`config.mk`:
```
export PLATFORM = sky130hd
export DESIGN_NAME = voice_scheduler_flat
export DESIGN_NICKNAME = d
export VERILOG_FILES = /design/src/rtl/voice_scheduler_if.sv /design/src/rtl/voice_scheduler.sv /design/src/flat_wrapper.sv
export SDC_FILE = /design/constraint.sdc
export NUM_CORES = 1
export LEC_CHECK = 0
export BUFFER_PORTS_ARGS = -buffer_cell sky130_fd_sc_hd__buf_2
export CORE_MARGIN = 2
export CORE_UTILIZATION = 55
export DETAILED_ROUTE_END_ITERATION = 6
export PLACE_DENSITY_LB_ADDON = 0.2
export SLEW_MARGIN = 10
export SYNTH_ARGS = -nofsm -noshare
export SYNTH_HDL_FRONTEND = slang
export SYNTH_SLANG_ARGS = --single-unit
```
`constraint.sdc`:
```
create_clock -name clk -period 4.5 [get_ports clk]
set_input_delay 0.9 -clock clk [delete_from_list [all_inputs] [get_ports clk]]
set_output_delay 0.9 -clock clk [all_outputs]
set_load 0.03 [all_outputs]
```
`src/rtl/voice_scheduler_if.sv`:
```
// rtl/voice_scheduler_if.sv - keypad-side inputs and mixer-side outputs of the voice scheduler
interface voice_scheduler_if #(
    parameter int NUM_KEYS   = 12,
    parameter int NUM_VOICES = 4
) ();
    logic [NUM_KEYS-1:0]     keys;
    logic                    modekey;
    logic                    sample_now;
    logic [NUM_KEYS-1:0]     sample_enable;
    logic [NUM_VOICES-1:0]   voice_active;
    logic [4*NUM_VOICES-1:0] voice_notes;
    logic [1:0]              mode;
    logic [1:0]              gain_shift;
    logic                    update;
    logic                    busy;
    logic                    overrun;

    modport master (
        output keys, modekey, sample_now,
        input  sample_enable, voice_active, voice_notes, mode, gain_shift,
        input  update, busy, overrun
    );

    modport slave (
        input  keys, modekey, sample_now,
        output sample_enable, voice_active, voice_notes, mode, gain_shift,
        output update, busy, overrun
    );
endinterface

```
`src/rtl/voice_scheduler.sv`:
```
// rtl/voice_scheduler.sv - per-tick key scan with oldest-voice stealing, commits enables to the mixer
module voice_scheduler #(
    parameter int NUM_KEYS   = 12,
    parameter int NUM_VOICES = 4
) (
    input  logic               clk,
    input  logic               n_rst,
    voice_scheduler_if.slave   bus
);
    localparam int VW = (NUM_VOICES > 1) ? $clog2(NUM_VOICES) : 1;
    localparam int IW = $clog2(NUM_KEYS);
    localparam int CW = $clog2(NUM_VOICES + 1);

    localparam logic [1:0] ST_IDLE   = 2'd0;
    localparam logic [1:0] ST_SCAN   = 2'd1;
    localparam logic [1:0] ST_COMMIT = 2'd2;

    localparam logic [VW-1:0] RANK_MAX = VW'(NUM_VOICES - 1);
    localparam logic [IW-1:0] IDX_LAST = IW'(NUM_KEYS - 1);

    logic [NUM_KEYS-1:0]             keys_meta_q, keys_sync_q;
    logic [1:0]                      state_q, state_d;
    logic [IW-1:0]                   idx_q, idx_d;
    logic [NUM_VOICES-1:0]           act_q, act_d;
    logic [NUM_VOICES-1:0][3:0]      note_q, note_d;
    logic [NUM_VOICES-1:0][VW-1:0]   rank_q, rank_d;
    logic [NUM_KEYS-1:0]             stolen_q, stolen_d;

    logic [NUM_KEYS-1:0]             sample_enable_q;
    logic [NUM_VOICES-1:0]           voice_active_q;
    logic [4*NUM_VOICES-1:0]         voice_notes_q;
    logic [1:0]                      mode_q;
    logic [1:0]                      gain_shift_q;
    logic                            update_q;
    logic                            overrun_q;

    logic [3:0]                      cur_note;
    logic                            pressed;
    logic                            hit;
    logic [VW-1:0]                   hit_v;
    logic                            free_found;
    logic [VW-1:0]                   free_v;
    logic [VW-1:0]                   steal_v;
    logic [VW-1:0]                   steal_rank;
    logic [VW-1:0]                   alloc_v;
    logic [NUM_KEYS-1:0]             enable_next;
    logic [CW-1:0]                   active_cnt;
    logic [1:0]                      gain_next;

    assign cur_note = 4'(idx_q);
    assign pressed  = keys_sync_q[idx_q];

    // Two-flop synchronizer for the raw key levels
    always_ff @(posedge clk or posedge n_rst) begin
        if (n_rst) begin
            keys_meta_q <= '0;
            keys_sync_q <= '0;
        end else begin
            keys_meta_q <= bus.keys;
            keys_sync_q <= keys_meta_q;
        end
    end

    // Voice lookup for the key under scan: holder, lowest free voice, oldest voice
    always_comb begin
        hit        = 1'b0;
        hit_v      = '0;
        free_found = 1'b0;
        free_v     = '0;
        steal_v    = '0;
        steal_rank = rank_q[0];
        for (int v = 0; v < NUM_VOICES; v++) begin
            if (act_q[v] && (note_q[v] == cur_note) && !hit) begin
                hit   = 1'b1;
                hit_v = VW'(v);
            end
        end
        for (int v = NUM_VOICES - 1; v >= 0; v--) begin
            if (!act_q[v]) begin
                free_found = 1'b1;
                free_v     = VW'(v);
            end
        end
        for (int v = 1; v < NUM_VOICES; v++) begin
            if (rank_q[v] > steal_rank) begin
                steal_rank = rank_q[v];
                steal_v    = VW'(v);
            end
        end
        alloc_v = free_found ? free_v : steal_v;
    end

    // Scan sequencing and the one shadow update allowed per scanned key
    always_comb begin
        state_d  = state_q;
        idx_d    = idx_q;
        act_d    = act_q;
        note_d   = note_q;
        rank_d   = rank_q;
        stolen_d = stolen_q;
        case (state_q)
            ST_IDLE: begin
                if (bus.sample_now) begin
                    state_d = ST_SCAN;
                    idx_d   = '0;
                end
            end
            ST_SCAN: begin
                if (pressed) begin
                    if (!hit && !stolen_q[idx_q]) begin
                        if (!free_found) begin
                            stolen_d[note_q[steal_v]] = 1'b1;
                        end
                        act_d[alloc_v]  = 1'b1;
                        note_d[alloc_v] = cur_note;
                        rank_d[alloc_v] = '0;
                        for (int v = 0; v < NUM_VOICES; v++) begin
                            if ((VW'(v) != alloc_v) && act_q[v] && (rank_q[v] != RANK_MAX)) begin
                                rank_d[v] = rank_q[v] + 1'b1;
                            end
                        end
                    end
                end else begin
                    stolen_d[idx_q] = 1'b0;
                    if (hit) begin
                        act_d[hit_v]  = 1'b0;
                        rank_d[hit_v] = '0;
                        for (int v = 0; v < NUM_VOICES; v++) begin
                            if (act_q[v] && (rank_q[v] > rank_q[hit_v])) begin
                                rank_d[v] = rank_q[v] - 1'b1;
                            end
                        end
                    end
                end
                if (idx_q == IDX_LAST) begin
                    state_d = ST_COMMIT;
                end else begin
                    idx_d = idx_q + 1'b1;
                end
            end
            ST_COMMIT: begin
                state_d = ST_IDLE;
            end
            default: begin
                state_d = ST_IDLE;
            end
        endcase
    end

    // FSM and shadow voice state
    always_ff @(posedge clk or posedge n_rst) begin
        if (n_rst) begin
            state_q  <= ST_IDLE;
            idx_q    <= '0;
            act_q    <= '0;
            note_q   <= '0;
            rank_q   <= '0;
            stolen_q <= '0;
        end else begin
            state_q  <= state_d;
            idx_q    <= idx_d;
            act_q    <= act_d;
            note_q   <= note_d;
            rank_q   <= rank_d;
            stolen_q <= stolen_d;
        end
    end

    // Mixer enables and gain derived from the shadow voices
    always_comb begin
        enable_next = '0;
        active_cnt  = '0;
        for (int v = 0; v < NUM_VOICES; v++) begin
            if (act_q[v]) begin
                enable_next[note_q[v]] = 1'b1;
                active_cnt = active_cnt + 1'b1;
            end
        end
        if (active_cnt >= CW'(3)) begin
            gain_next = 2'd2;
        end else if (active_cnt == CW'(2)) begin
            gain_next = 2'd1;
        end else begin
            gain_next = 2'd0;
        end
    end

    // Commit shadow to outputs and flag a change of the enable set
    always_ff @(posedge clk or posedge n_rst) begin
        if (n_rst) begin
            sample_enable_q <= '0;
            voice_active_q  <= '0;
            voice_notes_q   <= '0;
            gain_shift_q    <= '0;
            update_q        <= 1'b0;
        end else begin
            update_q <= 1'b0;
            if (state_q == ST_COMMIT) begin
                sample_enable_q <= enable_next;
                voice_active_q  <= act_q;
                voice_notes_q   <= note_q;
                gain_shift_q    <= gain_next;
                update_q        <= (enable_next != sample_enable_q);
            end
        end
    end

    // Wave-shape mode stepping, independent of the scan
    always_ff @(posedge clk or posedge n_rst) begin
        if (n_rst) begin
            mode_q <= 2'd0;
        end else if (bus.modekey) begin
            mode_q <= mode_q + 2'd1;
        end
    end

    // Sticky record of ticks dropped while a scan was in progress
    always_ff @(posedge clk or posedge n_rst) begin
        if (n_rst) begin
            overrun_q <= 1'b0;
        end else if (bus.sample_now && (state_q != ST_IDLE)) begin
            overrun_q <= 1'b1;
        end
    end

    assign bus.sample_enable = sample_enable_q;
    assign bus.voice_active  = voice_active_q;
    assign bus.voice_notes   = voice_notes_q;
    assign bus.mode          = mode_q;
    assign bus.gain_shift    = gain_shift_q;
    assign bus.update        = update_q;
    assign bus.busy          = (state_q != ST_IDLE);
    assign bus.overrun       = overrun_q;
endmodule

```
`src/flat_wrapper.sv`:
```
// flat-port wrapper written by rule: the top's interface ports become plain ports
module voice_scheduler_flat 
#(
    parameter int NUM_KEYS   = 12,
    parameter int NUM_VOICES = 4
)
  (clk, n_rst, bus_keys, bus_modekey, bus_sample_now, bus_sample_enable, bus_voice_active, bus_voice_notes, bus_mode, bus_gain_shift, bus_update, bus_busy, bus_overrun);
  voice_scheduler_if #(.NUM_KEYS(NUM_KEYS), .NUM_VOICES(NUM_VOICES)) bus_i ();
  input  logic clk;
  input  logic n_rst;
  input wire logic [$bits(bus_i.keys)-1:0] bus_keys;
  input wire logic [$bits(bus_i.modekey)-1:0] bus_modekey;
  input wire logic [$bits(bus_i.sample_now)-1:0] bus_sample_now;
  output wire logic [$bits(bus_i.sample_enable)-1:0] bus_sample_enable;
  output wire logic [$bits(bus_i.voice_active)-1:0] bus_voice_active;
  output wire logic [$bits(bus_i.voice_notes)-1:0] bus_voice_notes;
  output wire logic [$bits(bus_i.mode)-1:0] bus_mode;
  output wire logic [$bits(bus_i.gain_shift)-1:0] bus_gain_shift;
  output wire logic [$bits(bus_i.update)-1:0] bus_update;
  output wire logic [$bits(bus_i.busy)-1:0] bus_busy;
  output wire logic [$bits(bus_i.overrun)-1:0] bus_overrun;
  assign bus_i.keys = bus_keys;
  assign bus_i.modekey = bus_modekey;
  assign bus_i.sample_now = bus_sample_now;
  assign bus_sample_enable = bus_i.sample_enable;
  assign bus_voice_active = bus_i.voice_active;
  assign bus_voice_notes = bus_i.voice_notes;
  assign bus_mode = bus_i.mode;
  assign bus_gain_shift = bus_i.gain_shift;
  assign bus_update = bus_i.update;
  assign bus_busy = bus_i.busy;
  assign bus_overrun = bus_i.overrun;
  voice_scheduler #(.NUM_KEYS(NUM_KEYS), .NUM_VOICES(NUM_VOICES)) u_core (.clk(clk), .n_rst(n_rst), .bus(bus_i));
endmodule
```
==> results.json <==
{
  "run_status": "finished, final reports clean",
  "cts.clk_slew.worst_paths_ns": 0.12,
  "initial_core_util_pct": 56.2,
  "finalClockSkew_ns": 0.0208,
  "syn_area_mm2": 0.00609,
  "vias": 5086,
  "cp_slowest_cell": "dfrtp_1",
  "synthSimpleGateAreaFrac_pct": 16.3,
  "ant_nets": 0,
  "syn_nets": 658,
  "port_buffers": 54,
  "htreeDepth": 3,
  "area_delta_synth_final_pct": 10.0,
  "core-area_mm2": 0.0108,
  "synthMuxAreaShare_pct": 8.42,
  "fin_nets": 707,
  "cts.sinks": 108,
  "ys_types": 67,
  "async_flop_share_pct": 100,
  "via_per_inst": 6.29,
  "drv_cap": 0,
  "synth_cells": 615,
  "rr_worst_depth": 17,
  "synth_top_family_by_area": "compound AO/OA/AOI/OAI gates",
  "crit_path_max_incr_delay_ns": 0.49,
  "synth-seq-cells": 108,
  "clockBufferDepth": 2,
  "die_y_um": 109,
  "first_pass_iters": 5,
  "yosysMostFrequentCell": "dfrtp_1",
  "worstMarginPinSlew_ns": 0.958,
  "drt_iter0_drc": 568,
  "antenna_cells": 0,
  "critPathCaptureType": "register",
  "required_ns": 4.80,
  "synth_compound_area_share_pct": 17.1,
  "routed_wirelength_um": 15900,
  "max_freq_mhz": 237,
  "final_hold_viol_count": 0,
  "rsz0062_at_grt": "false",
  "postCtsSetupBuffers": 0,
  "yosys.area.top_type": "dfrtp_1",
  "place_congestion": 0.926,
  "crit_type": "register to register",
  "finalSetupViolCount": 0,
  "drive_above_1_share_pct": 19.0,
  "synth_edf_count": 0,
  "hpwl_um": 11600,
  "yosys_warnings": 0,
  "synth_fa_ha_area_share_pct": 5.54,
  "max-slew-margin-rel_pct": 36.2,
  "drcViolationCount": 0,
  "synth_top_area_share_pct": 44.3,
  "grt_pass1_wl_um": 25300,
  "post-route-min-period_ns": 4.21,
  "period_share_pct": 93.6,
  "ios": 55,
  "synth.top_cells.by_area": "dfrtp_1, ha_1, mux2_2",
  "synth_common_cells": "dfrtp_1, nand2_1, o21ai_0, nor2_1, inv_1",
  "grt_overflow": 0,
  "grt_pass1_vias": 4813,
  "antenna_found_initial": 0,
  "start_kind": "register",
  "yosysSeqAreaShare_pct": 44.3,
  "synthFlopType": "dfrtp_1",
  "hold_buffers": 0,
  "syn_avg_cell_area_um2": 9.91,
  "synth_xor_area_share_pct": 3.74,
  "cts_buffers": 9,
  "rows": 38,
  "clock_latency_ns": 0.40,
  "grt_max_degree": 78,
  "wl_per_cell_um": 19.6,
  "min_path_cells": 0,
  "tns_ns": 0,
  "crit_chain": "inv_1 -> ha_1 -> o21ba_2 -> nor2_1 -> o21ai_0 -> ha_1 -> inv_1 -> o22a_1 -> nor2_1 -> a21oi_1 -> ha_1 -> nand2_1 -> o21a_1 -> nor4_1 -> a21oi_1 -> nor2_1 -> mux2_2",
  "final_max_slew_viol_count": 0,
  "worst-path-max-fanout": 6,
  "die-area_mm2": 0.0119,
  "clock-root-buffer": "clkbuf_8",
  "cts_resized": 0,
  "grtUsageTotal_pct": 28.1,
  "cts_tree": "done",
  "arrival_ns": 4.51,
  "hold_path_class": "register to register",
  "fp.dieW_um": 109
}
[metrics by stage]
step / utilization, % / setup WS (ns) / hold slack, ns / instances / cell area, µm²
final: 61.8 / 0.286 / 0.331 / 809 / 6700
after global routing: 61.8 / 0.0319 / 0.344 / 809 / 6700
after CTS: 61.8 / 0.396 / 0.337 / 809 / 6700
after detailed placement: 60.0 / 0.401 / 0.335 / 793 / 6500
after global placement: 60.0 / 0.607 / 0.332 / 793 / 6500
after floorplan: - / 0.638 / 0.331 / 615 / 6090
[metal layers]
layer	share of wire, %	track usage, %
met2	47	44.7
met1	43	37.8
met5	0	0
met4	2.5	9.22
met3	8.0	7.23
[registers in the layout, indices dropped and copies added (netlist names), 8 cells and up]
signal	cells
u_core.bus.sample_enable	12
u_core.rank_q	8
u_core.note_q	16
u_core.stolen_q	12
u_core.keys_meta_q	12
u_core.keys_sync_q	12
u_core.bus.voice_notes	16
[worst paths after layout]
check,start,end,slack (ns)
hold / removal,u_core.keys_meta_q[7],u_core.keys_sync_q[7],0.33
setup reg to reg,u_core.rank_q[3],u_core.note_q[1],0.29
hold reg to reg,u_core.keys_meta_q[7],u_core.keys_sync_q[7],0.33
setup / recovery,u_core.rank_q[3],u_core.note_q[1],0.29
max in group asynchronous,n_rst,u_core.keys_sync_q[9],2.83
min in group asynchronous,n_rst,u_core.bus.mode[0],0.69
[layout make-up]
class / count / area (µm²)
clock buffers: 10 / 138
clock inverters: 6 / 65.1
fillers: 909 / 4140
inverters: 31 / 119
multi-input cells: 444 / 3110
flip-flops and latches: 108 / 2700
well taps: 140 / 175
repair buffers: 70 / 390
[kinds of logic after synthesis]
group / after synthesis
simple gates: 199
compound gates: 152
flops: 108
buf+inv: 63
mux: 40
fa+ha+maj: 27
xor+xnor: 26
[layout by cell type, fill, tap and decap left out, drive strengths merged, types with 6 or more instances in the layout]
cell,Yosys,final
nand2,60,60
or3,8,8
o22ai,16,16
mux2i,10,10
xor2,12,12
nor4,7,7
buf,9,70
dfrtp,108,108
nand2b,16,16
mux2,25,25
xnor2,14,14
a31oi,7,7
and3,6,6
clkbuf,23,10
inv,30,33
o21ai,41,41
nand3,24,24
a21oi,17,17
o32ai,9,9
ha,27,27
nor2,32,32
a22o,10,10
nor3,26,26
[worst max-delay path: cells and delay by family (launching register included)]
kind / cells / cell delay [ns]
adders and majority gates: 3 / 0.90
and+or+nand+nor: 5 / 1.10
DFF: 1 / 0.49
buffers and inverters: 2 / 0.17
AOI/OAI and AO/OA: 6 / 1.06
muxes: 1 / 0.39
Power is not shown: default switching activity piles up to over one toggle a cycle in this logic, so the estimate is an artifact.
